## config.mk

```make
export PLATFORM = sky130hd
export DESIGN_NAME = regfile_wb_arbiter
export DESIGN_NICKNAME = d
export VERILOG_FILES = /design/src/rtl/regfile_pkg.sv /design/src/rtl/wb_fifo.sv /design/src/rtl/regfile_wb_arbiter.sv
export SDC_FILE = /design/constraint.sdc
export NUM_CORES = 1
export LEC_CHECK = 0
export ABC_AREA = 1
export BUFFER_PORTS_ARGS = -buffer_cell sky130_fd_sc_hd__buf_2
export CAP_MARGIN = 20
export CORE_MARGIN = 5
export CORE_UTILIZATION = 37
export DETAILED_ROUTE_END_ITERATION = 8
export PLACE_DENSITY_LB_ADDON = 0.15
export SETUP_SLACK_MARGIN = 0.3
export SKIP_LAST_GASP = 1
export SYNTH_ARGS = -nofsm -noshare
export SYNTH_HDL_FRONTEND = slang
export SYNTH_SLANG_ARGS = --single-unit
```

## constraint.sdc

```tcl
create_clock -name clk -period 3.44 [get_ports clk]
set_clock_uncertainty 0.05 [all_clocks]
set_input_delay 0.344 -clock clk [delete_from_list [all_inputs] [get_ports clk]]
set_output_delay 0.344 -clock clk [all_outputs]
set_load 0.02 [all_outputs]
```

## src/rtl/regfile_pkg.sv

```systemverilog
// Shared definitions for the register file write-port arbiter.
package regfile_pkg;

  localparam int REGADR_W = 5;
  localparam int XLEN_DEF = 32;

  typedef struct packed {
    logic [REGADR_W-1:0] rd;
    logic [XLEN_DEF-1:0] data;
  } wb_entry_t;

  function automatic int numregs(input bit e_supported);
    return e_supported ? 16 : 32;
  endfunction

endpackage

```

## src/rtl/wb_fifo.sv

```systemverilog
// Two-entry result buffer: 1-bit wrapping pointers, separate occupancy count.
module wb_fifo
  import regfile_pkg::*;
#(
  parameter type entry_t = wb_entry_t
) (
  input  logic       clk,
  input  logic       reset,
  input  logic       flush,
  input  logic       push,
  input  logic       pop,
  input  entry_t     din,
  output entry_t     dout,
  output logic       full,
  output logic       empty,
  output logic [1:0] count
);

  entry_t mem [2];
  logic   wr_ptr;
  logic   rd_ptr;

  always_ff @(posedge clk) begin
    if (reset || flush) begin
      wr_ptr <= 1'b0;
      rd_ptr <= 1'b0;
      count  <= 2'd0;
    end else begin
      if (push) wr_ptr <= ~wr_ptr;
      if (pop) rd_ptr <= ~rd_ptr;
      count <= count + 2'(push) - 2'(pop);
    end
  end

  always_ff @(posedge clk) begin
    if (push) mem[wr_ptr] <= din;
  end

  assign dout  = mem[rd_ptr];
  assign full  = (count == 2'd2);
  assign empty = (count == 2'd0);

endmodule

```

## src/rtl/regfile_wb_arbiter.sv

```systemverilog
// Merges pipeline writeback with buffered long-latency results onto
// the single regfile write port and tracks pending destinations.
module regfile_wb_arbiter
  import regfile_pkg::*;
#(
  parameter int XLEN        = 32,
  parameter int E_SUPPORTED = 0
) (
  input  logic                clk,
  input  logic                reset,
  input  logic                PipeWeW,
  input  logic [REGADR_W-1:0] PipeRdW,
  input  logic [XLEN-1:0]     PipeResultW,
  input  logic                LLIssue,
  input  logic [REGADR_W-1:0] LLIssueRd,
  input  logic                LLValid,
  output logic                LLReady,
  input  logic [REGADR_W-1:0] LLRd,
  input  logic [XLEN-1:0]     LLResult,
  input  logic                LLFlush,
  input  logic [REGADR_W-1:0] Rs1D,
  input  logic [REGADR_W-1:0] Rs2D,
  input  logic [REGADR_W-1:0] RdD,
  output logic                LLHazardD,
  output logic                RegWrite,
  output logic [REGADR_W-1:0] RegWriteAdr,
  output logic [XLEN-1:0]     RegWriteData,
  output logic [1:0]          BufCount
);

  localparam int NUMREGS = numregs(E_SUPPORTED != 0);
  localparam logic [31:0] REG_MASK =
    ((NUMREGS == 32) ? 32'hFFFF_FFFF : 32'h0000_FFFF) & ~32'h1;

  typedef struct packed {
    logic [REGADR_W-1:0] rd;
    logic [XLEN-1:0]     data;
  } entry_t;

  // Upper registers don't exist in the embedded profile.
  function automatic logic legal(input logic [REGADR_W-1:0] a);
    return !((E_SUPPORTED != 0) && a[4]);
  endfunction

  entry_t      din;
  entry_t      head;
  logic        full;
  logic        empty;
  logic        pipe_we;
  logic        push;
  logic        pop;
  logic        issue_set;
  logic [31:0] busy;
  logic [31:0] busy_n;

  assign pipe_we = PipeWeW && (PipeRdW != '0)
                && legal(PipeRdW) && !reset;
  assign pop  = !pipe_we && !empty && !LLFlush && !reset;
  assign push = LLValid && LLReady && (LLRd != '0)
             && legal(LLRd) && !LLFlush && !reset;
  assign issue_set = LLIssue && (LLIssueRd != '0)
                  && legal(LLIssueRd);

  assign din = '{rd: LLRd, data: LLResult};

  wb_fifo #(
    .entry_t (entry_t)
  ) u_fifo (
    .clk   (clk),
    .reset (reset),
    .flush (LLFlush),
    .push  (push),
    .pop   (pop),
    .din   (din),
    .dout  (head),
    .full  (full),
    .empty (empty),
    .count (BufCount)
  );

  assign LLReady = !full;

  always_comb begin
    RegWrite     = 1'b0;
    RegWriteAdr  = '0;
    RegWriteData = '0;
    if (pipe_we) begin
      RegWrite     = 1'b1;
      RegWriteAdr  = PipeRdW;
      RegWriteData = PipeResultW;
    end else if (pop) begin
      RegWrite     = 1'b1;
      RegWriteAdr  = head.rd;
      RegWriteData = head.data;
    end
  end

  // A new issue to the register being retired keeps it busy.
  always_comb begin
    busy_n = busy;
    if (pop) busy_n[head.rd] = 1'b0;
    if (issue_set) busy_n[LLIssueRd] = 1'b1;
  end

  always_ff @(posedge clk) begin
    if (reset || LLFlush) busy <= '0;
    else busy <= busy_n & REG_MASK;
  end

  assign LLHazardD = busy[Rs1D] | busy[Rs2D] | busy[RdD];

endmodule

```

Yosys cells after proc, flatten, opt, wreduce, memory -nomap -nowiden
Memories as Yosys holds them, arrays and structs flattened. A register that Yosys moved wholly into a read port is not among the register bits.
Index checks and enable logic that the tools add are counted.
- reduce and logical (&&, ||, !) cells: 22
- add/subtract/negate cells: 2
- order comparisons: 7
- div/mod/pow operators: 0
- shift-type cells: 0
- bitwise operators: 7
- equal/unequal tests: 1
- muxes and demuxes: 22
- multipliers: 0
- operator list (cell ; number):
    32-bit 2-to-1 mux ; 4
    32-bit AND ; 1
    32-bit NOT ; 1
    32-bit bitwise OR ; 1
    5-bit by 6-bit less-than comparator with 1-bit output (second input constant) ; 5
    1-bit binary-select mux with 5-bit select ; 3
    5-bit nonzero test ; 3
    1-bit logical AND ; 12
    1-bit 2-to-1 mux ; 11
    1-bit demux with 5-bit select ; 2
    5-bit by 1-bit greater-or-equal comparator with 1-bit output (second input constant) ; 2
    5-bit 2-to-1 mux ; 2
    1-bit zero test ; 5
    2-bit by 1-bit adder with 2-bit output ; 1
    2-bit == test (second input constant) ; 1
    2-bit zero test ; 1
    1-bit NOT ; 2
    1-bit bitwise OR ; 2
    2-bit by 1-bit subtractor with 2-bit output ; 1
    1-bit logical OR ; 1
- output and inout bits: 42
- latch bits: 0
- logic and storage cells: 67
- memories: 1
- memory bits (read-only): 0
- flip-flop bits (word level): 36
- input bits: 100
- RAM bits: 74
- memory list (name ; words ; bits a word ; rd ports ; clocked after memory_dff ; write ports ; line ; RTL):
    u_fifo.mem ; 2 ; 37 ; 1 ; 1 ; 1 ; wb_fifo.sv:19 ; entry_t mem [2];

Longest topological paths before layout
Gate-level depths: netlist of the first run.
- depth in word-level cells: 10
- depth in mapped cells: 11
- depth with buffers taken out: 10

By module
From an unflattened synthesis of the first run, not the netlist that was laid out.
- cell total of the unflattened synthesis: 728
- area, all modules: 6267.3 µm²
- modules (own cells, without submodules) (module ; cells each ; area each (µm²) ; sequential area each (µm²) ; times used):
    regfile_wb_arbiter ; 581 ; 3216.8 ; 620.6 ; 1
    wb_fifo ; 147 ; 3050.4 ; 2322.2 ; 1

Worst setup path before layout of the first run
Ideal clock, no wire load.
- path type: register to register
- from: register u_fifo.count[0]
- to: memory u_fifo.mem[1][0] (netlist bit) (enable)
- data required time: 2.957 ns
- cell stages (with the launch flop): 5
- clock period less this slack: 2.998 ns
- arrival: 2.515 ns
- setup time: 0.433 ns
- setup slack: 0.442 ns
- buffers on the path: 0
- cell sequence: dfxtp_1 > nor2_1 > inv_1 > nand4_1 > nor2_1
- word-level cells in the longest chain between the ends: 8
- ends and longest elaborated chain (item ; line ; RTL):
    start: declaration ; wb_fifo.sv:16 ; output logic [1:0] count
    start signal: assignment ; wb_fifo.sv:31 ; count <= count + 2'(push) - 2'(pop);
    2-bit == test ; wb_fifo.sv:40 ; assign full = (count == 2'd2);
    1-bit zero test ; regfile_wb_arbiter.sv:81 ; assign LLReady = !full;
    named net LLReady ; regfile_wb_arbiter.sv:17 ; output logic LLReady,
    1-bit logical AND (2 in series) ; regfile_wb_arbiter.sv:59 ; assign push = LLValid && LLReady && (LLRd != '0)
    1-bit logical AND (2 in series) ; regfile_wb_arbiter.sv:60 ; && legal(LLRd) && !LLFlush && !reset;
    1-bit 2-to-1 mux ; wb_fifo.sv:36 ; if (push) mem[wr_ptr] <= din;
    1-bit 2-to-1 mux (implied by the code) ; wb_fifo.sv:36 ;
    end: declaration ; wb_fifo.sv:19 ;
The timed path passes the listed nets, and every way through them passes these cells.

Worst setup path after layout of the first run
- from: register u_fifo.count[1]
- to: output RegWriteAdr[3]
- word-level cells in the longest chain between the ends: 7
- ends and longest elaborated chain (item ; line ; RTL):
    2-bit zero test ; wb_fifo.sv:41 ; assign empty = (count == 2'd0);
    1-bit zero test ; regfile_wb_arbiter.sv:58 ; assign pop = !pipe_we && !empty && !LLFlush && !reset;
    1-bit logical AND (3 in series) ; regfile_wb_arbiter.sv:58 ;
    5-bit 2-to-1 mux ; regfile_wb_arbiter.sv:91 ; end else if (pop) begin
    5-bit 2-to-1 mux ; regfile_wb_arbiter.sv:87 ; if (pipe_we) begin
    end: declaration ; regfile_wb_arbiter.sv:26 ; output logic [REGADR_W-1:0] RegWriteAdr,
No other way between the ends.

==> impl_results.md, run 1 <==
- Outcome: finished clean
- Initial Util: 37.8%
- Data required time at the worst endpoint: 3.05 ns
- Worst hold slack: 0.134 ns
- Post-route ant nets: 0
- Power Dens Cells: 413 mW/mm^2
- Layout cells sized above 1: a little under a quarter
- Mean Syn Cell Area: about 8.2 um^2
- Yosys reg bits: 110
- RSZ-0062 raised after global routing: no
- Drt initial violations: 366
- Post-Syn Area: 0.00577 mm^2
- WP buf/inv: 2
- Kind of critical path: reg -> out
- Fillers: 1479
- Crit path time final: 2.45 ns
- Tcrit/Tclk final: a little under three quarters
- Relative slew slack: around 36%
- Drt wl/cell: between 15 and 20 um
- Root Driver: clkbuf_16
- Die Span Y: 135 um
- Area growth from synthesis to layout: 21.7%
- Fmax: a little over 400 MHz
- GRT Overall Usage: a little under a fifth
- Io pins: roughly 140
- CTS Hold Bufs: 0
- CP top delay family: compound AO/OA/AOI/OAI gates
- Area of the multi-input gates: 0.00248 mm^2
- Setup_tns: 0 ns
- YS warnings: 0
- 1st-pass router iterations: 5
- Cts repair resizes: 0
- Mapped Cells: 702
- Post-CTS Setup Bufs: 0
- GPL Wtd Cong: 0.937
- Post-route DRC: 0
- Sequential Area: 0.00294 mm^2
- Number of buffers created by CTS: 9
- Max-cap violations: 0
- Die width: 135 um
- CTS Sinks: 110
- Final Hold Viols: 0
- Die footprint: 0.0182 mm^2
- Startpoint types: flip-flop
- Core ar.: 0.0153 mm^2
- Total power: roughly 0.0029 W
- Largest net degree at the start of global routing: 38
- DR vias: 5293
- Slowest CP cell: o211ai_4
- Crit path cell chain: o211ai_4, buf_4, o21ai_0, buf_2
- Worst slew pin tran: 0.956 ns
- Clock slew at the register clock pins of the worst setup and hold paths: 0.07 ns
- H-tree Lvls: 3
- Pins Over Slew Limit: 0
- Synth unique cells: 28
- Drt total wl: 16700 um
- Worst Path Max Fanout: 37
- Setup violators final: 0
- Critical Path AT: 2.06 ns
- Final global-route overflow total: 0
- Sequential share of the synthesized area: 51.0%
- Vias in the first global route: between 5k and 6k
- Global-route wire length before repair: about 26000 um
- Syn nets: between 800 and 900
- Setup crit end kind: output port
- LEAKAGE: approximately 2.8 nW
- Hpwl dp: 12400 um
- Max incr delay on CP: 0.52 ns
- Worst VDD drop: 0.222 mV
- Final #Nets: 931
- Ant diodes: 0
- Port Buffer Count: between 100 and 150
- Hold Crit Class: in -> reg
- Max clock buf depth: 2
- Site Rows: 45
- Worst skew pair latency: 0.34 ns
- Vias per inst: 5.06
- Initial antenna violation count: 0
- CTS tree: yes
cell usage after synthesis:
library cell | number | area (um^2)
a21oi_1 | 34 | 170
a31oi_1 | 1 | 6.26
buf_2 | 10 | 50.1
buf_4 | 3 | 22.5
buf_6 | 1 | 11.3
clkbuf_1 | 17 | 63.8
dfxtp_1 | 36 | 721
edfxtp_1 | 74 | 2220
ha_1 | 1 | 12.5
inv_1 | 56 | 210
inv_2 | 4 | 15.0
mux2i_1 | 32 | 320
nand2_1 | 221 | 830
nand2_2 | 5 | 31.3
nand3_1 | 85 | 425
nand3b_1 | 1 | 7.51
nand4_1 | 3 | 18.8
nor2_1 | 19 | 71.3
nor2_2 | 9 | 56.3
nor2_4 | 5 | 56.3
nor3_1 | 5 | 25.0
nor4_1 | 1 | 6.26
o211ai_1 | 1 | 7.51
o211ai_2 | 1 | 12.5
o21ai_0 | 40 | 200
o21ai_1 | 33 | 165
o21ai_2 | 3 | 26.3
o22ai_1 | 1 | 6.26
logic make-up (layout without fill, tap and decap cells):
| logic type | count (synthesis) | in the layout | synth area share [%] |
|---|---|---|---|
| compound gates | 114 | 114 | 10.3 |
| simple gates | 354 | 354 | 26.5 |
| mux | 32 | 32 | 5.55 |
| fa+ha+maj | 1 | 1 | 0.217 |
| buf+inv | 91 | 224 | 6.46 |
| flops | 110 | 110 | 51.0 |
flip-flops by register name, indices dropped and copies added, names as in the netlist, named ones only:
signal         cells
u_fifo.wr_ptr      1
u_fifo.mem        74
busy              31
u_fifo.rd_ptr      1
u_fifo.count       2
stage by stage:
step	instances	util [%]	setup slack (ns)	cell area (um^2)
after floorplan	702	-	0.442	5770
after global placement	1030	43.8	1.08	6680
after detailed placement	1030	43.8	1.04	6680
after CTS	1046	46.0	0.927	7020
after global routing	1046	46.0	0.827	7020
final	1046	46.0	0.991	7020
where the power goes:
part	internal [W]	leakage, nW	switching (W)
logic	0.000103	1.63	0.000188
registers	0.00143	0.963	0.00000741
clock network	0.000715	0.160	0.000459
metal layers:
metal	up-vias	part of all wire, %	GRT usage, %	wire [um]
met5	-	0	0	0
met4	0	2.0	5.83	333
met3	22	7.1	3.80	1200
met2	200	47	29.1	7840
met1	2450	44	25.1	7380
li1	2621	-	-	-
cells in the final DEF, fill, tap and decap left out:
master / instances
a21oi_1: 34
a31oi_1: 1
buf_12: 1
buf_2: 141
buf_4: 6
bufinv_16: 3
clkbuf_1: 2
clkbuf_16: 9
clkinvlp_4: 1
dfxtp_1: 35
dfxtp_2: 1
edfxtp_1: 74
ha_1: 1
inv_1: 56
inv_2: 4
inv_6: 1
mux2i_1: 32
nand2_1: 221
nand2_2: 5
nand3_1: 85
nand3b_1: 1
nand4_1: 3
nor2_1: 17
nor2_2: 9
nor2_4: 7
nor3_1: 5
nor4_1: 1
o211ai_1: 1
o211ai_4: 1
o21ai_0: 40
o21ai_1: 33
o21ai_2: 3
o22ai_1: 1
layout make-up:
type,count,area share [%]
tap,211,3.76
timing repair buffer,148,11.0
inverter,60,3.21
clock inverter,5,1.51
multi-input combinational,501,35.3
sequential,110,41.9
clock buffer,11,3.31
path summary, 6_finish.rpt:
| kind | end | from | depth (start not counted) | slack [ns] |
|---|---|---|---|---|
| max | RegWriteAdr[3] | u_fifo.count[1]$_SDFF_PP0_ | 4 | 0.99 |
| min | u_fifo.mem[1][22]$_DFFE_PP_ | LLResult[22] | 1 | 0.13 |
| max reg2reg | u_fifo.mem[1][2]$_DFFE_PP_ | u_fifo.count[0]$_SDFF_PP0_ | 5 | 1.40 |
| min reg2reg | u_fifo.rd_ptr$_SDFFE_PP0P_ | u_fifo.rd_ptr$_SDFFE_PP0P_ | 2 | 0.43 |
No activity file was read; power rests on OpenSTA's default activity.
==> inputs of run 2 (changes only) <==
clock period = 2.5 ns   (was 3.44 ns; I/O delays follow)
==> impl_results.md, run 2 (same netlist as run 1, synthesis figures left out) <==
- Most common cell after layout, fill and taps aside: nand2_1 (unchanged)
- Worst setup path end: RegWriteData[27] (was RegWriteAdr[3])
- Site Rows: 45 (unchanged)
- Flop pwr share: 50.8% (was 49.5%)
- Area of the multi-input gates: 0.00251 mm^2 (was 0.00248 mm^2)
- Grt met3 use: 4.73% (was 3.80%)
- Relative slew slack: 32.4% (was 36.2%)
- NetSw: 0.000896 W (was 0.000654 W)
- Worst Path Max Fanout: 20 (was 37)
- Outcome: finished clean (unchanged)
- Critical Path AT: 1.80 ns (was 2.06 ns)
- Global-route wire length before repair: 26200 um (about the same)
- Die width: 135 um (unchanged)
- Worst VDD drop: 0.406 mV (was 0.222 mV)
- Startpoint types: flip-flop (unchanged)
- Worst skew pair latency: 0.35 ns (was 0.34 ns)
- Drt initial violations: 391 (was 366)
- Die Span Y: 135 um (unchanged)
- GRT Overall Usage: 18.4% (was 18.3%)
- Die footprint: 0.0182 mm^2 (unchanged)
- Top flop regs: u_fifo.mem x74, busy x31, u_fifo.count x2 (unchanged)
- Max-cap violations: 0 (unchanged)
- Sequential Area: 0.00294 mm^2 (unchanged)
- Critical R2R Capture: busy[22]$_SDFF_PP0_ (was u_fifo.mem[1][2]$_DFFE_PP_)
- Number of buffers created by CTS: 9 (unchanged)
- Pint: 0.00299 W (was 0.00224 W)
- Core ar.: 0.0153 mm^2 (unchanged)
- GPL Wtd Cong: 0.887 (was 0.937)
- Final #Nets: 932 (was 931)
- Post-route DRC: 0 (unchanged)
- R2R cell count: 4 (was 5)
- Post-CTS Setup Bufs: 0 (unchanged)
- Root Driver: clkbuf_16 (unchanged)
- Largest net degree at the start of global routing: 39 (was 38)
- Hpwl dp: 12300 um (was 12400 um)
- Initial Util: 37.8% (unchanged)
- Fillers: 1518 (was 1479)
- Io pins: 142 (unchanged)
- Clock group share of total power: 38.7% (was 40.5%)
- Reg2reg setup slack: 0.53 ns (was 1.40 ns)
- Initial antenna violation count: 0 (unchanged)
- Layout cells sized above 1: 23.0% (about the same)
- Final global-route overflow total: 0 (unchanged)
- Tcrit/Tclk final: 84.1%
- Critical Path Source: u_fifo.count[0]$_SDFF_PP0_ (was u_fifo.count[1]$_SDFF_PP0_)
- Data required time at the worst endpoint: 2.20 ns (was 3.05 ns)
- Pins Over Slew Limit: 0 (unchanged)
- Setup_tns: 0 ns (unchanged)
- Worst slew pin tran: 1.01 ns (was 0.956 ns)
- Commonest non-fill, non-tap cells in the layout: nand2_1, buf_2, nand3_1 (unchanged)
- Hold Crit Class: in -> reg (unchanged)
- M1 GR Usage: 24.4% (was 25.1%)
- Hold path depth: 1 (unchanged)
- Setup violators final: 0 (unchanged)
- Port Buffer Count: 141 (unchanged)
- Final Hold Viols: 0 (unchanged)
- Total power: 0.00388 W (was 0.00290 W)
- Met2 Usage GRT: 30.0% (was 29.1%)
- Switching portion of total power: 23.1% (was 22.6%)
- H-tree Lvls: 3 (unchanged)
- DR vias: 5290 (was 5293)
- Clock slew at the register clock pins of the worst setup and hold paths: 0.07 ns (about the same)
- 1st-pass router iterations: 6 (was 5)
- Drt total wl: 16800 um (was 16700 um)
- CTS Sinks: 110 (unchanged)
- LEAKAGE: 2.74 nW (was 2.75 nW)
- Gr busiest metal: met2 (unchanged)
- Number of flip-flops in the largest register: 74 (unchanged)
- Ant diodes: 0 (unchanged)
- Vias per inst: 5.05 (was 5.06)
- Crit path time final: 2.10 ns
- Vias in the first global route: 5008 (was 5034)
- Largest Register: u_fifo.mem (unchanged)
- Setup crit end kind: output port (unchanged)
- Comb pwr share: 10.5% (was 10.0%)
- Fmax: 475 MHz
- Power Dens Cells: 552 mW/mm^2 (was 413 mW/mm^2)
- CTS tree: yes (unchanged)
- Kind of critical path: reg -> out (unchanged)
- Area growth from synthesis to layout: 21.9% (was 21.7%)
- Max clock buf depth: 2 (unchanged)
- Post-route ant nets: 0 (unchanged)
- RSZ-0062 raised after global routing: yes (was no)
- Reg-to-Reg Start: u_fifo.count[0]$_SDFF_PP0_ (unchanged)
- Drt wl/cell: 16.0 um (about the same)
run 2: cell types whose count changed in the layout (fill, tap and decap cells not counted), sizes merged:
| cell | previous run | this run |
|---|---|---|
| clkinv | 0 | 1 |
| buf | 148 | 147 |
| o211ai | 2 | 4 |
| bufinv | 3 | 2 |
run 2: worst max-delay path, stage by stage (launching register included):
cell      delay (ns)
dfxtp_1         0.44
o211ai_4        0.65
o21ai_0         0.16
buf_2           0.19
run 2: stage by stage:
stage	instance area [um^2]	hold WS (ns)	util, %	setup slack [ns]	std cells
floorplan	5780	0.299	-	0.0887	702
global placement	6690	0.388	43.8	0.433	1029
detailed placement	6690	0.391	43.8	0.384	1029
CTS	7020	0.0194	46.0	0.326	1046
global route	7040	0.0140	46.1	0.274	1047
finish	7040	0.0333	46.1	0.396	1047
run 2: what timing repair did:
action,in CTS,in global routing
endpoints found under the hold margin,0,0
cloned,1,1
resized for setup,1,0
hold buffers,0,0
endpoints found under the setup margin,36,2
pin swaps,1,1
run 2: worst min-delay path by stage:
stage	from	end	slack (ns)
2_1_floorplan	LLResult[0]	u_fifo.mem[0][0]$_DFFE_PP_	0.30
3_3_place_gp	LLResult[20]	u_fifo.mem[1][20]$_DFFE_PP_	0.39
3_5_place_dp	LLResult[15]	u_fifo.mem[1][15]$_DFFE_PP_	0.39
4_1_cts	LLResult[15]	u_fifo.mem[1][15]$_DFFE_PP_	0.02
5_1_grt	LLResult[15]	u_fifo.mem[1][15]$_DFFE_PP_	0.01
6_report	LLResult[30]	u_fifo.mem[0][30]$_DFFE_PP_	0.03
run 2: per-layer routing:
| layer | routed length [um] | vias up |
|---|---|---|
| met1 | 7060 | 2443 |
| met5 | 0 | - |
| li1 | - | 2625 |
| met4 | 235 | 0 |
| met3 | 1380 | 18 |
| met2 | 8120 | 204 |
run 2: layout make-up:
| cell class | count | share of cell area [%] |
|---|---|---|
| flip-flops and latches | 110 | 41.8 |
| repair buffers | 147 | 11.0 |
| clock buffers | 11 | 3.31 |
| clock inverters | 5 | 1.17 |
| inverters | 60 | 3.20 |
| multi-input cells | 503 | 35.7 |
| well taps | 211 | 3.75 |
run 2: power groups by stage:
stage	sequential [W]	combinational, W	clock, W
6_report	0.00197	0.000409	0.00150
2_1_floorplan	0.00201	0.000228	0
3_3_place_gp	0.00201	0.000397	0
3_5_place_dp	0.00201	0.000402	0
4_1_cts	0.00197	0.000407	0.00154
5_1_grt	0.00197	0.000457	0.00161
